<file path="src/rtl/ifetch_resp.sv">
// Instruction-fetch responder: accepts PC-stage fetch addresses, reads a 1-cycle
// synchronous instruction RAM and returns words in order through a response FIFO.
module ifetch_resp #(
    parameter int                ADDR_W     = 32,
    parameter int                DATA_W     = 32,
    parameter int                MEM_AW     = 10,
    parameter int                FIFO_DEPTH = 4,
    parameter logic [DATA_W-1:0] NOP_INST   = 32'h00000013
) (
    input  logic              clk,
    input  logic              rst,
    input  logic              req_valid,
    input  logic [ADDR_W-1:0] req_addr,
    output logic              req_ready,
    input  logic              flush,
    output logic              mem_en,
    output logic [MEM_AW-1:0] mem_addr,
    input  logic [DATA_W-1:0] mem_rdata,
    output logic              inst_valid,
    output logic [DATA_W-1:0] inst_o,
    output logic [ADDR_W-1:0] inst_addr_o,
    output logic              inst_err,
    input  logic              inst_ready
);

    localparam int PTR_W = $clog2(FIFO_DEPTH);
    localparam int CNT_W = PTR_W + 1;

    typedef struct packed {
        logic [DATA_W-1:0] data;
        logic [ADDR_W-1:0] addr;
        logic              err;
    } entry_t;

    entry_t             fifo_q [FIFO_DEPTH];
    logic [PTR_W-1:0]   wr_ptr, rd_ptr;
    logic [CNT_W-1:0]   occ;
    logic [CNT_W-1:0]   buf_cnt;
    logic               alive;
    logic               if_vld;
    logic               if_err;
    logic [ADDR_W-1:0]  if_addr;
    logic               accept, pop, req_aligned;

    // alive keeps req_ready low while reset is held and until the first edge after release
    assign req_aligned = (req_addr[1:0] == 2'b00);
    assign req_ready   = alive & (occ < CNT_W'(FIFO_DEPTH)) & ~flush;
    assign accept      = req_valid & req_ready;
    assign mem_en      = accept & req_aligned;
    assign mem_addr    = req_addr[MEM_AW+1:2];

    // Occupancy counts the in-flight slot too, so buffered entries exclude it.
    assign buf_cnt     = occ - CNT_W'(if_vld);
    assign inst_valid  = (buf_cnt != '0) & ~flush;
    assign pop         = inst_valid & inst_ready;
    assign inst_o      = fifo_q[rd_ptr].data;
    assign inst_addr_o = fifo_q[rd_ptr].addr;
    assign inst_err    = fifo_q[rd_ptr].err;

    always_ff @(posedge clk or negedge rst) begin
        if (!rst) begin
            alive   <= 1'b0;
            occ     <= '0;
            if_vld  <= 1'b0;
            if_err  <= 1'b0;
            if_addr <= '0;
            wr_ptr  <= '0;
            rd_ptr  <= '0;
            for (int i = 0; i < FIFO_DEPTH; i++) fifo_q[i] <= '0;
        end else begin
            alive <= 1'b1;
            if (flush) begin
                // in-flight read data is dropped; nothing from before the flush survives
                occ    <= '0;
                if_vld <= 1'b0;
                wr_ptr <= '0;
                rd_ptr <= '0;
            end else begin
                occ    <= occ + CNT_W'(accept) - CNT_W'(pop);
                if_vld <= accept;
                if (accept) begin
                    if_addr <= req_addr;
                    if_err  <= ~req_aligned;
                end
                if (if_vld) begin
                    fifo_q[wr_ptr] <= '{data: (if_err ? NOP_INST : mem_rdata),
                                        addr: if_addr, err: if_err};
                    wr_ptr         <= wr_ptr + 1'b1;
                end
                if (pop) rd_ptr <= rd_ptr + 1'b1;
            end
        end
    end

endmodule

</file>
<file path="config.mk">
export PLATFORM = sky130hd
export DESIGN_NAME = ifetch_resp
export DESIGN_NICKNAME = d
export VERILOG_FILES = /design/src/rtl/ifetch_resp.sv
export SDC_FILE = /design/constraint.sdc
export NUM_CORES = 1
export LEC_CHECK = 0
export CORE_MARGIN = 2
export CORE_UTILIZATION = 25
export CTS_BUF_LIST = sky130_fd_sc_hd__clkbuf_16
export DETAILED_ROUTE_END_ITERATION = 16
export MAX_ROUTING_LAYER = met4
export PLACE_DENSITY = 0.43
export SKIP_CTS_REPAIR_TIMING = 1
export SLEW_MARGIN = 30
export SYNTH_ARGS = -nofsm -noshare
export SYNTH_HDL_FRONTEND = slang
export SYNTH_SLANG_ARGS = --single-unit
</file>
<file path="constraint.sdc">
create_clock -name clk -period 2.83 [get_ports clk]
set_input_delay 0.566 -clock clk [delete_from_list [all_inputs] [get_ports clk]]
set_output_delay 0.566 -clock clk [all_outputs]
set_load 0.02 [all_outputs]
</file>
# == Word level (Yosys, flattened, before mapping) ==
# Cells that the tools add are included.
# classes
bitwise_logic,10
order_cmp,4
n_reduce_logical,7
add_sub_neg,5
muxes,13
# op_table
cell,n
bitwise mux 260 bit,1
two-way mux 65 bit,3
binary-select mux 65 bit (select 2 bit),1
demux 65 bit (select 2 bit),1
two-way mux 32 bit,1
two-way mux 2 bit,4
AND 1 bit,6
>= comparator 3 bit (second input constant),2
NOT 2 -> 3 bit,2
subtractor 3 x 1 -> 3 bit,2
adder 2 x 1 -> 2 bit (second input constant),2
AND reduction 2 bit,2
nonzero test 2 bit,2
adder 3 x 1 -> 3 bit,1
< comparator 3 x 1 -> 1 bit (second input constant),1
< comparator 3 bit (second input constant),1
two-way mux 3 bit,1
nonzero test 3 bit,1
zero test 2 bit,1
NOT 1 bit,2
logical AND 1 bit,1
two-way mux 1 bit,1
# totals
ff_bits,302
out_inout_bits,78
wordCells,58

# == Depth between registers and ports, before layout ==
# Gate-level depths: netlist (run 1).
# logic_depth
word_depth,7
ltp_mapped,12
mapped_depth_nobuf,12

# == Least setup slack after synthesis (run 1) ==
# No wires, ideal clock.
# synth_path
path_kind,input -> register
startpoint,in flush
endpoint,reg occ[2]
cell_stages,12
t_arrival_ns,2.315
setup_slack_ns,0.383
required_time_ns,2.698
cell_sequence,buf_6 nor4bb_4 buf_6 buf_6 inv_2 ha_1 inv_1 ha_1 inv_1 fa_1 xnor2_1 nor2_1
# synth_via
elab_chain_cells,6
elab_cells_between_ends,8
# synth_rtl
element,line_no,rtl
from (decl),15,"input logic flush,"
NOT 1 bit (no source line),--,
AND 1 bit,47,assign req_ready = alive & (occ < CNT_W'(FIFO_DEPTH)) & ~flush;
AND 1 bit,48,assign accept = req_valid & req_ready;
adder 3 x 1 -> 3 bit,79,occ <= occ + CNT_W'(accept) - CNT_W'(pop);
subtractor 3 x 1 -> 3 bit,79,
two-way mux 3 bit *,72,if (flush) begin
to (signal assigned),79,
to (decl),37,logic [CNT_W-1:0] occ;
# Mark *: on every way between the ends. The rest lies on a longest branch, timed or not.
# A chain may end at the register's enable or synchronous reset.

# == Worst setup path after layout (run 1) ==
# layout_path
startpoint,reg rd_ptr[0]
endpoint,out inst_addr_o[30]
# layout_via
elab_chain_cells,4
# layout_rtl
element,line_no,rtl
from (decl),36,"logic [PTR_W-1:0] wr_ptr, rd_ptr;"
from (signal assigned),90,if (pop) rd_ptr <= rd_ptr + 1'b1;
NOT 2 -> 3 bit (not written as such),57,assign inst_addr_o = fifo_q[rd_ptr].addr;
binary-select mux 65 bit (select 2 bit),57,
two-way mux 65 bit (2 in a row),--,
to (decl),21,"output logic [ADDR_W-1:0] inst_addr_o,"
# No other way between the ends. The select of a mux whose other input is x is not followed.

==> tab_implementation.tex, run 1 <==
\begin{tabular}{lr}
\hline
Metric & Value \\
\hline
\multicolumn{2}{l}{\textbf{Synthesis}} \\
Seq cells post-synth & 302 \\
Largest area contributor in the netlist & dfrtp\_1 \\
Post-synthesis instance area & 13000 sq um \\
Most area-consuming cells after synthesis & dfrtp\_1, mux2\_1, mux4\_2, o21ai\_1, nand2\_1 \\
Number of enable-type register cells in the synthesized netlist & 0 \\
Cell with the most instances after synthesis & dfrtp\_1 \\
Yosys Warn Count & 0 \\
Most common flop cell mapped by yosys & dfrtp\_1 \\
Portion of synthesized cell area occupied by the leading cell type & 58.0\% \\
Share of synthesized area occupied by flip-flops and latches & 58.0\% \\
Per-instance average area after synthesis & 13.8 sq um \\
Most frequent cells after synthesis & dfrtp\_1, mux2\_1, nand2\_1, o21ai\_1, mux4\_2 \\
Count of cell types in the netlist & 33 \\
Net count after synthesis & 1023 \\
Ys async rst share & 100\% \\
Number of cells produced by synthesis & 946 \\
\multicolumn{2}{l}{\textbf{Clock tree}} \\
Clock transition at the register clock pins on the worst setup and hold paths after CTS & 0.05 ns \\
Clock tree from TritonCTS & built \\
Clock Root Buffer & clkbuf\_16 \\
Clock sink total & 302 \\
Number of buffers created by CTS & 38 \\
Clk Latency, worst-skew pair & 0.55 ns \\
Maximum clock insertion buffer count & 3 \\
H-tree lvl count & 2 \\
\multicolumn{2}{l}{\textbf{Worst setup path}} \\
Setup Crit Path Kind & flip-flop to output pin \\
Crit path max-delay cell type & mux4\_2 \\
Largest stage delay, worst path & 0.60 ns \\
Required time of the worst setup path & 2.26 ns \\
Cell-by-cell listing of the critical path & buf\_16 > mux4\_2 > clkdlybuf4s50\_1 \\
Endpoint kind of the worst setup timing path & output pin \\
Highest fanout seen on the critical path & 33 \\
R2R cell count & 11 \\
Arrival time reported for the critical path endpoint & 2.45 ns \\
Launching element type of the critical path & flip-flop \\
\multicolumn{2}{l}{\textbf{Finish}} \\
Ant. Diodes & 0 \\
Post-layout instance count excluding filler cells & 1803 \\
Layout overhead on the synthesized area & 29.0\% \\
Multi-input combinational cell area & 5040 sq um \\
Layout cell share with drive strength beyond 1 & 14.3\% \\
\# nets final & 1174 \\
Summed area of non-filler cells in the final layout & 16800 sq um \\
\# fillers & 5151 \\
FF/Latch Area & 7560 sq um \\
\multicolumn{2}{l}{\textbf{Floorplan}} \\
Starting density of the core & 25.3\% \\
Chip height & 232 um \\
Num ports & 147 \\
Core area & 51400 sq um \\
Row count & 83 \\
Floorplan die area & 54000 sq um \\
Die W & 232 um \\
\multicolumn{2}{l}{\textbf{STA}} \\
Sum Neg Setup Slack & -0.870 ns \\
Slew of the pin with the lowest slew margin & 0.538 ns \\
Count of endpoints failing hold in the final timing report & 0 \\
Total count of max-transition violations in the final report & 0 \\
Final period demand of the worst path & 3.02 ns \\
Share of the clock period used by the worst path after layout & 107\% \\
Final setup margin & -0.186 ns \\
Achievable frequency & 332 MHz \\
Setup violators final & 5 \\
Relative max-transition margin & 64.1\% \\
RSZ-0062 raised after global routing & yes \\
Max Clock Skew & 0.0233 ns \\
\multicolumn{2}{l}{\textbf{GRT}} \\
Number of global-route vias before repair & 8410 \\
Initial antenna violation count & 1 \\
Grt total ovfl & 0 \\
Largest net degree at the start of global routing & 61 \\
First-pass GRT wire length & 50400 um \\
GR Util All Layers & 12.6\% \\
\multicolumn{2}{l}{\textbf{Pwr}} \\
Pwr dens & 860 nW/um\^{}2 \\
VDD IR max & 0.376 mV \\
Leak pwr & 0.00827 uW \\
\multicolumn{2}{l}{\textbf{Detailed routing}} \\
Topmost layer with routed signal wires & met4 \\
Routed len/inst & 17.6 um \\
Number of vias per cell after detailed routing & 4.34 \\
Met1 routed wirelength after detailed routing & 15000 um \\
Length of routed met2 wiring & 15000 um \\
Detailed-routing iteration count for the pre-antenna-repair pass & 4 \\
Vias after detailed routing & 7826 \\
Wire length on met3 & 1060 um \\
Number of DRC violations after detailed-routing iteration 0 & 348 \\
Aggregate routed wire length & 31800 um \\
DRC errors left & 0 \\
Count of nets left with antenna violations after detail routing & 0 \\
\multicolumn{2}{l}{\textbf{Worst hold path}} \\
Cell count of the worst hold path & 2 \\
Hold crit path type & flip-flop to flip-flop \\
\multicolumn{2}{l}{\textbf{Run status}} \\
Violated checks & setup timing \\
Outcome & finished, violations left \\
\multicolumn{2}{l}{\textbf{Placed design}} \\
Area after DPL & 15500 sq um \\
RePlAce Congestion & 0.705 \\
Number of placed cells counting well taps & 1736 \\
Half-perimeter wire length of the detailed placement result & 20300 um \\
DP Worst Slack & 0.165 ns \\
Input/output buffers & 146 \\
\multicolumn{2}{l}{\textbf{Job}} \\
Count of max-cap constraint violations & 0 \\
\hline
\end{tabular}
[stage by stage]
| stage | utilization (%) | hold slack (ns) | total power [uW] |
|---|---|---|---|
| floorplan | - | 0.270 | 8220 |
| global placement | 30.1 | 0.463 | 10300 |
| CTS | 32.3 | -0.0801 | 14900 |
| global route | 32.7 | 0.493 | 15300 |
| detailed placement | 30.1 | 0.471 | 10300 |
| finish | 32.7 | 0.477 | 14500 |
[layer usage]
metal  GRT usage [%]  vias up
met5               -        -
met4            3.57        0
met3            2.30       53
met2            19.5      112
met1            16.8     3999
li1                -     3662
[path summary, 6_finish.rpt]
path | startpoint | to | slack, ns
setup reg to reg | if_vld | occ[2] | 0.50
min in group asynchronous | rst | fifo_q[46] | 0.53
setup / recovery | rd_ptr[0] | inst_addr_o[30] | -0.19
hold / removal | fifo_q[118] | fifo_q[118] | 0.48
max in group asynchronous | rst | fifo_q[254] | 1.51
hold reg to reg | fifo_q[118] | fifo_q[118] | 0.48
[cell families after synthesis]
| kind of cell | after synthesis | share of synthesized area (%) |
|---|---|---|
| AO/OA/AOI/OAI | 130 | 5.03 |
| multiplexers | 230 | 25.5 |
| XOR/XNOR | 4 | 0.269 |
| buffers and inverters | 83 | 3.50 |
| flip-flops | 302 | 58.0 |
| adder cells (fa/ha/maj) | 8 | 0.826 |
| AND/OR/NAND/NOR | 188 | 6.86 |
| other | 1 | 0.0288 |
[area by class of cell]
type / instances / area share [%]
Clock buffer: 39 / 5.81
Multi-Input combinational cell: 561 / 30.0
Sequential cell: 302 / 45.0
Timing Repair Buffer: 187 / 13.0
Inverter: 7 / 0.156
Clock inverter: 27 / 0.945
Tap cell: 680 / 5.06
[power by group]
group	internal [uW]	switching, uW	total, uW	leakage, uW
logic	2280	2180	4460	0.00364
registers	5060	511	5570	0.00404
clock network	2570	1850	4430	0.000596
[sequential cells by signal, summed over array words and instances, names as in the netlist]
name	cells
rd_ptr	2
fifo_q	260
if_err	1
if_addr	32
if_vld	1
occ	3
wr_ptr	2
alive	1
[worst max-delay path, delay by kind of cell, from the launching register on]
kind     cells  cell delay, ns
flops        1            0.46
mux          1            0.60
buf+inv      2            0.83
[cell usage in the layout (no fill, tap or decap), drive strengths merged]
cell type | netlist | layout
buf | 59 | 42
nand3b | 4 | 4
nor2 | 12 | 12
mux2 | 164 | 164
ha | 7 | 7
dlymetal6s2s | 0 | 61
clkinv | 0 | 14
nand4 | 1 | 1
nand3 | 2 | 2
a31oi | 1 | 1
xnor2 | 2 | 2
inv | 7 | 19
nor2b | 1 | 1
bufinv | 0 | 1
mux4 | 65 | 65
xor2 | 2 | 2
or4 | 1 | 1
or4b | 1 | 1
a211o | 1 | 1
nand2 | 130 | 130
nor4bb | 2 | 2
clkdlybuf4s50 | 0 | 83
dfrtp | 302 | 302
mux2i | 1 | 1
nand2b | 30 | 30
o21ai | 128 | 128
dlygate4sd3 | 0 | 1
nor3b | 4 | 4
fa | 1 | 1
conb | 1 | 1
clkbuf | 17 | 39
Note: power is estimated with default switching activity, not from simulation.
==> run 2, diff against run 1 <==
--- a/config.mk
+++ b/config.mk
@@ -6,11 +6,12 @@
 export NUM_CORES = 1
 export LEC_CHECK = 0
 export CORE_MARGIN = 2
-export CORE_UTILIZATION = 25
+export CORE_UTILIZATION = 56
 export CTS_BUF_LIST = sky130_fd_sc_hd__clkbuf_16
 export DETAILED_ROUTE_END_ITERATION = 16
+export HOLD_SLACK_MARGIN = 0.02
 export MAX_ROUTING_LAYER = met4
-export PLACE_DENSITY = 0.43
+export PLACE_DENSITY = 0.81
 export SKIP_CTS_REPAIR_TIMING = 1
 export SLEW_MARGIN = 30
 export SYNTH_ARGS = -nofsm -noshare
==> tab_implementation.tex, run 2 (synthesis gave the netlist of run 1 again) <==
\begin{tabular}{lr}
\hline
Metric & Value \\
\hline
\multicolumn{2}{l}{\textbf{Finish}} \\
Layout cell share with drive strength beyond 1 & 14.7\% (+0.35 points) \\
Layout overhead on the synthesized area & 23.2\% \\
\# nets final & 1174 (unchanged) \\
Most frequent cells in the layout & dfrtp\_1, mux2\_1, nand2\_1, o21ai\_1, clkdlybuf4s50\_1 \\
Ant. Diodes & 0 (unchanged) \\
\# fillers & 1524 (-70\%) \\
FF/Latch Area & 7570 sq um (about the same) \\
Most common cell after layout, fill and taps aside & dfrtp\_1 \\
Registers with the highest flip-flop counts & fifo\_q x260, if\_addr x32, occ x3 \\
Register with the most flip-flops & fifo\_q \\
Multi-input combinational cell area & 5040 sq um (unchanged) \\
Number of flip-flops under the largest register name & 260 (unchanged) \\
\multicolumn{2}{l}{\textbf{GRT}} \\
Initial antenna violation count & 0 (-1) \\
First-pass GRT wire length & 44300 um (-12\%) \\
Met3 usage in global routing & 2.82\% (+0.53 points) \\
Largest net degree at the start of global routing & 74 (+21\%) \\
Met1 Use GR & 32.9\% (+16 points) \\
Met2 track demand over resource in global routing & 38.4\% (+19 points) \\
Grt total ovfl & 0 (unchanged) \\
Global-route layer with the greatest usage & met2 \\
GR Util All Layers & 23.8\% (+11 points) \\
Number of global-route vias before repair & 8326 (-1.0\%) \\
\multicolumn{2}{l}{\textbf{Detailed routing}} \\
Number of DRC violations after detailed-routing iteration 0 & 468 (+34\%) \\
Aggregate routed wire length & 27500 um (-14\%) \\
Detailed-routing iteration count for the pre-antenna-repair pass & 4 (unchanged) \\
Number of vias per cell after detailed routing & 5.64 (+30\%) \\
Count of nets left with antenna violations after detail routing & 0 (unchanged) \\
DRC errors left & 0 (unchanged) \\
Vias after detailed routing & 7910 (+1.1\%) \\
Routed len/inst & 19.6 um (+11\%) \\
\multicolumn{2}{l}{\textbf{Clock tree}} \\
H-tree lvl count & 1 (-1) \\
Clock Root Buffer & clkbuf\_16 \\
Clock sink total & 302 (unchanged) \\
Number of buffers created by CTS & 30 (-21\%) \\
Clock tree from TritonCTS & built \\
Clk Latency, worst-skew pair & 0.54 ns (about the same) \\
Maximum clock insertion buffer count & 3 (unchanged) \\
Clock transition at the register clock pins on the worst setup and hold paths after CTS & 0.06 ns (about the same) \\
\multicolumn{2}{l}{\textbf{Pwr}} \\
Leak pwr & 0.00822 uW (-0.63\%) \\
VDD IR max & 0.620 mV (+65\%) \\
Pwr dens & 847 nW/um\^{}2 (-1.5\%) \\
\multicolumn{2}{l}{\textbf{Worst setup path}} \\
Setup Crit Path Kind & flip-flop to output pin \\
Launching element type of the critical path & flip-flop \\
Endpoint kind of the worst setup timing path & output pin \\
Required time of the worst setup path & 2.26 ns (about the same) \\
Highest fanout seen on the critical path & 11 (-67\%) \\
Arrival time reported for the critical path endpoint & 2.21 ns (-0.24 ns) \\
\multicolumn{2}{l}{\textbf{Placed design}} \\
Input/output buffers & 146 (unchanged) \\
RePlAce Congestion & 0.766 (+8.7\%) \\
DP Worst Slack & 0.139 ns (-0.0253 ns) \\
Half-perimeter wire length of the detailed placement result & 17800 um (-13\%) \\
\multicolumn{2}{l}{\textbf{STA}} \\
Relative max-transition margin & 57.4\% (-6.7 points) \\
Final-layout worst hold slack & -0.0140 ns (-0.491 ns) \\
Max Clock Skew & 0.00991 ns (-0.0134 ns) \\
Share of the clock period used by the worst path after layout & 98.0\% (-8.6 points) \\
Count of endpoints failing hold in the final timing report & 12 (+12) \\
Total count of max-transition violations in the final report & 0 (unchanged) \\
RSZ-0062 raised after global routing & no \\
Final setup margin & 0.0577 ns (+0.244 ns) \\
Slew of the pin with the lowest slew margin & 0.639 ns (+0.101 ns) \\
Final period demand of the worst path & 2.77 ns (-0.244 ns) \\
Sum Neg Setup Slack & 0 ns (+0.870 ns) \\
Setup violators final & 0 (-5) \\
Achievable frequency & 361 MHz (+8.8\%) \\
\multicolumn{2}{l}{\textbf{Run status}} \\
Outcome & finished, violations left \\
Violated checks & hold timing \\
\multicolumn{2}{l}{\textbf{Floorplan}} \\
Starting density of the core & 57.4\% (+32 points) \\
Core area & 22700 sq um (-56\%) \\
Row count & 55 (-34\%) \\
Die W & 157 um (-33\%) \\
Chip height & 157 um (-33\%) \\
Num ports & 147 (unchanged) \\
Floorplan die area & 24500 sq um (-55\%) \\
\multicolumn{2}{l}{\textbf{Job}} \\
Count of max-cap constraint violations & 0 (unchanged) \\
\multicolumn{2}{l}{\textbf{Worst hold path}} \\
Hold crit path type & input port to asynchronous set/reset pin \\
\hline
\end{tabular}
==> run 2: through the flow <==
| step | area, sq um | total power [uW] | util [%] | std cells |
|---|---|---|---|---|
| after floorplan | 13000 | 8220 | - | 946 |
| after global placement | 14900 | 10100 | 65.8 | 1341 |
| after detailed placement | 14900 | 10200 | 65.8 | 1341 |
| after CTS | 15800 | 13700 | 69.6 | 1393 |
| after global routing | 16100 | 14200 | 70.7 | 1402 |
| final | 16100 | 13600 | 70.7 | 1402 |
==> run 2: worst paths after layout <==
| check | startpoint | endpoint | slack, ns | cells past startpoint |
|---|---|---|---|---|
| min reg2reg | fifo_q[176] | fifo_q[176] | 0.48 | 2 |
| max in group asynchronous | rst | fifo_q[229] | 2.05 | 2 |
| min in group clk | fifo_q[176] | fifo_q[176] | 0.48 | 2 |
| max | rd_ptr[0] | inst_addr_o[26] | 0.06 | 2 |
| min | rst | fifo_q[18] | -0.01 | 1 |
| max reg2reg | occ[0] | occ[2] | 0.50 | 12 |
==> run 2: layout make-up <==
type	count	share of cell area, %
clock inverter	21	0.538
clock buffer	31	4.83
inverter	7	0.164
sequential	302	47.1
timing repair buffer	195	13.7
tap	285	2.22
multi-input combinational	561	31.4
==> run 2: worst max-delay path, stage by stage (launching register included) <==
cell and delay (ns):
dfrtp_4 0.56, mux4_2 0.54, clkdlybuf4s50_1 0.56
==> run 2: power breakdown <==
group          internal [uW]  switching (uW)
sequential              5060             582
combinational           2350            2100
clock                   1950            1570
==> run 2: routing by layer <==
layer,wire length [um],vias up,part of all wire [%]
li1,-,3662,-
met1,12100,4065,44
met2,13900,145,51
met3,915,38,3.3
met4,536,0,2.0
met5,0,-,0
==> run 3, diff against run 2 <==
--- a/config.mk
+++ b/config.mk
@@ -5,6 +5,7 @@
 export SDC_FILE = /design/constraint.sdc
 export NUM_CORES = 1
 export LEC_CHECK = 0
+export CAP_MARGIN = 15
 export CORE_MARGIN = 2
 export CORE_UTILIZATION = 56
 export CTS_BUF_LIST = sky130_fd_sc_hd__clkbuf_16
==> results of run 3 <==
The final DEF is identical to that of run 2; final timing and power are the same.
==> RTL edit 1, RTL diff (settings of run 2) <==
Put a register stage on the output `inst_err`, cleared by the reset. The value now appears one clock later. The other outputs are not delayed to match.
--- a/src/rtl/ifetch_resp.sv
+++ b/src/rtl/ifetch_resp.sv
@@ -57,3 +57,9 @@
     assign inst_addr_o = fifo_q[rd_ptr].addr;
-    assign inst_err    = fifo_q[rd_ptr].err;
+    always_ff @(posedge clk or negedge rst) begin
+        if (!rst) begin
+            inst_err <= '0;
+        end else begin
+            inst_err <= fifo_q[rd_ptr].err;
+        end
+    end
 
Function: changed (a bounded check fails within 4 cycles, from zero or initial values and one cycle with rst low).
==> RTL edit 1 against run 2 <==
- critical path type unchanged
- via count rose by 2.0%
- sequential cell count is 1 higher
- setup slack gained 0.0025 ns
- cell area rose by 1.3%
- wire length increased by 0.94%
- critical path depth increased by 3
- clock power is 6.5% higher
- first-iteration DRC count shrank 18%
- largest cell class unchanged
- synthesized area increased by 0.85%
- power up 1.6%
- hold slack gained 0.49 ns
==> RTL edit 1: results (changes against run 2) <==
qor: sta.slew-limit-headroom 0.534 [-0.0405]
qor: synthesis.synth.distinct_cells 32 [-3.0%]
qor: min_path.timing.hold.worst.class reg2reg
qor: setup_path.slowest_delay 0.51 ns [-0.05 ns]
qor: sta.fin_skew 0.0168 ns [+0.00687 ns]
qor: placement.dpl_worst_slack -0.171 ns [-0.310 ns]
qor: global_routing.grt_pass1_wl 44800 um [+0.93%]
qor: synthesis.netlist_top_cells_area dfrtp_1 58%, mux2_2 12%, mux4_2 11%
qor: global_routing.antenna_violations_before_repair 1 [+1]
qor: placement.rd_place_congestion 0.758 [-1.1%]
qor: placement.detailedPlacementHpwl 17100 um [-3.7%]
qor: detailed_routing.num_vias 8070 [+2.0%]
qor: setup_path.r2r_cells 11 [-1]
qor: global_routing.groute.usage.overall 0.237 [-0.000602]
qor: status.run_status completed
qor: clocking.cts_buffer_depth 3 [unchanged]
qor: detailed_routing.avgViaCountPerCell 5.60 [-0.74%]
qor: clocking.numCtsBuffers 31 [+3.3%]
qor: global_routing.via_count_of_the_first_global_routing_pass 8530 [+2.5%]
qor: placement.dpl.cell_count 1371 [+2.2%]
qor: synthesis.syn-mean-instance-area 13.9 sq um [+0.75%]
qor: synthesis.seq_area_frac_synth 0.577 [-0.00301]
qor: final_layout.share_of_cells_above_drive_strength_1 0.290 [+0.143]
qor: power.power.ir.vdd_worst 556 uV [-10%]
qor: synthesis.synth.net_count 1024 [+0.098%]
qor: synthesis.yosys-top-cells-count 303 x dfrtp_1, 137 x mux2_2, 129 x nand2_1
qor: global_routing.grt_start_max_net_pins 70 [-5.4%]
qor: detailed_routing.detail_route.iter0.violations 386 [-18%]
qor: power.p_leak 8.25 nW [+0.43%]
qor: setup_path.critPathMaxFanout 18 [+7]
qor: setup_path.timing.critical_path.slowest_stage_cell mux4_2
RTL edit 1: where the power goes:
| part | leakage (nW) | switching [W] | internal (W) |
|---|---|---|---|
| clock network | 0.492 | 0.00160 | 0.00215 |
| registers | 4.05 | 0.000528 | 0.00508 |
| logic | 3.71 | 0.00203 | 0.00243 |
RTL edit 1: critical path: cells and delay by family, from the launching register on:
kind / cells / cell delay [ns]
buffers and inverters: 4 / 0.70
muxes: 1 / 0.51
DFF: 1 / 0.43
RTL edit 1: final timing paths:
| check | start | end | slack (ns) |
|---|---|---|---|
| worst max register to register | if_vld | occ[2] | 0.37 |
| worst min-delay path | fifo_q[49] | fifo_q[49] | 0.48 |
| max in group asynchronous | rst | fifo_q[105] | 1.39 |
| min in group asynchronous | rst | fifo_q[177] | 0.59 |
| worst min register to register | fifo_q[49] | fifo_q[49] | 0.48 |
| worst max-delay path | rd_ptr[0] | inst_o[13] | 0.06 |
RTL edit 1: logic make-up after synthesis:
logic type	Yosys count	synth area share
flip-flops	303	0.577
multiplexers	230	0.260
AND/OR/NAND/NOR	188	0.0652
AO/OA/AOI/OAI	130	0.0499
buffers and inverters	83	0.0363
adder cells (fa/ha/maj)	8	0.00819
XOR/XNOR	4	0.00267
other	1	0.000285
RTL edit 1: final cells by class:
class	instances	area, sq um
sequential	303	7590
fill	1645	7000
multi-input combinational	561	5100
timing repair buffer	196	2210
clock buffer	31	776
tap	319	399
clock inverter	24	155
inverter	6	22.5
antenna	1	2.50
RTL edit 1: layer usage:
layer | vias up | wire (um) | track usage
met1 | 4174 | 12000 | 0.318
met4 | 0 | 639 | 0.0615
met5 | - | 0 | -
met2 | 187 | 13800 | 0.383
met3 | 58 | 1280 | 0.0369
li1 | 3651 | - | -
RTL edit 1: metrics by stage:
stage,hold slack (ns),cell area [sq um]
finish,0.475,16300
global route,0.505,16300
CTS,-0.00876,16000
detailed placement,0.465,15000
global placement,0.456,15000
floorplan,0.270,13100
==> RTL edit 2, RTL diff (settings of run 2) <==
Made on the original files. Set the parameter `MEM_AW` to 9 (it was 10).
--- a/src/rtl/ifetch_resp.sv
+++ b/src/rtl/ifetch_resp.sv
@@ -5,3 +5,3 @@
     parameter int                DATA_W     = 32,
-    parameter int                MEM_AW     = 10,
+    parameter int                MEM_AW     = 9,
     parameter int                FIFO_DEPTH = 4,
Ports: changed (resized mem_addr); port bits go from 147 to 146. No check against the original RTL was run, so the function may have changed too.
==> RTL edit 2 against run 2 <==
- combinational power fell by 0.9%
- count of clock-buffer cells in the layout did not move
- non-clock buffer count fell by 17
- synthesized area barely moved
- sequential cell count did not move
- utilization fell by 0.84 points
- power fell by 1.0%
- wire length fell by 0.64%
- final cell count fell by 1.5%
- setup slack got worse by 0.0016 ns
- hold slack improved by 0.49 ns
- sequential share of layout area rose by 0.57 points
- cell area fell by 1.2%
- critical path type unchanged
- critical endpoint is now inst_o[2]
==> RTL edit 2: results (changes against run 2) <==
qor: status.run_status completed
qor: synthesis.seq_area_frac_synth 0.580 [about the same]
qor: global_routing.groute.usage.overall 0.240 [+0.00200]
qor: synthesis.syn-mean-instance-area 13.8 sq um [about the same]
qor: global_routing.met1_usage 0.315 [-0.0135]
qor: global_routing.grt_pass1_wl 44700 um [+0.71%]
qor: setup_path.timing.critical_path.slowest_stage_cell mux4_2
qor: power.power.ir.vdd_worst 645 uV [+3.9%]
qor: placement.io_buffer_count 145 [-0.68%]
qor: global_routing.antenna_violations_before_repair 1 [+1]
qor: placement.post_dp_cell_area 0.0148 sq mm [-0.79%]
qor: setup_path.r2r_cells 11 [-1]
qor: setup_path.r2r_start if_vld
qor: final_layout.layout.filler_cells 1558 [+2.2%]
qor: global_routing.via_count_of_the_first_global_routing_pass 8539 [+2.6%]
qor: placement.detailedPlacementHpwl 16500 um [-7.2%]
qor: synthesis.synth.net_count 1022 [-0.098%]
qor: sta.min_period_over_period 0.980 [about the same]
qor: min_path.timing.hold.worst.class reg2reg
qor: power.p_leak 8.00 nW [-2.7%]
qor: global_routing.grt_start_max_net_pins 77 [+4.1%]
qor: setup_path.largest_delay_contributor_family_on_the_critical_path buffers and inverters
qor: placement.rd_place_congestion 0.772 [+0.81%]
qor: final_layout.finalNonFillerCells 1381 [-1.5%]
qor: detailed_routing.detail_route.iter0.violations 507 [+8.3%]
qor: setup_path.slowest_delay 0.53 ns [-0.03 ns]
qor: final_layout.share_of_cells_above_drive_strength_1 0.139 [-0.00801]
-- RTL edit 2: stage by stage --
step	total power, W	worst slack, ns
after floorplan	0.00822	0.383
after global placement	0.0100	-0.0287
after detailed placement	0.0101	-0.0501
after CTS	0.0136	-0.245
after global routing	0.0141	-0.0133
final	0.0135	0.0560
-- RTL edit 2: final cells by class --
cell class	count	area, sq um	area share
Sequential cell	302	7570	0.477
Multi-Input combinational cell	561	5040	0.318
Timing Repair Buffer	178	2030	0.128
Clock buffer	31	776	0.0489
Clock inverter	16	61.3	0.00386
Tap cell	285	357	0.0225
Antenna cell	1	2.50	0.000158
Inverter	7	26.3	0.00166
-- RTL edit 2: how the worst max path moves through the flow --
stage	end	slack, ns	start	cells after the start
finish	inst_o[2]	0.06	rd_ptr[0]	5
global route	inst_o[2]	-0.01	rd_ptr[0]	5
CTS	inst_addr_o[28]	-0.25	rd_ptr[0]	3
detailed placement	mem_en	-0.05	flush	4
global placement	mem_en	-0.03	flush	4
floorplan	occ[2]	0.38	flush	12
-- RTL edit 2: logic make-up after synthesis --
logic type,count (synthesis),synth area share
DFF,302,0.580
muxes,230,0.255
and+or+nand+nor,188,0.0686
AOI/OAI and AO/OA,130,0.0504
buffers and inverters,82,0.0344
adders and majority gates,8,0.00826
xor gates and xnor gates,4,0.00269
other,1,0.000288
-- RTL edit 2: metal layers --
metal	vias to the layer above	part of all wire
li1	3602	-
met1	4129	0.43
met2	181	0.50
met3	45	0.051
met4	0	0.021
met5	-	0
-- RTL edit 2: worst reg2reg max path, delay by kind of cell (launching register included) --
family / cells / cell delay (ns)
flip-flops: 1 / 0.40
AND/OR/NAND/NOR: 3 / 0.35
XOR/XNOR: 2 / 0.42
adder cells (fa/ha/maj): 4 / 0.96
buffers and inverters: 2 / 0.10
-- RTL edit 2: power breakdown --
| group | internal, W | switching, W | leakage, nW |
|---|---|---|---|
| combinational | 0.00227 | 0.00213 | 3.51 |
| sequential | 0.00506 | 0.000558 | 4.04 |
| clock | 0.00193 | 0.00151 | 0.447 |
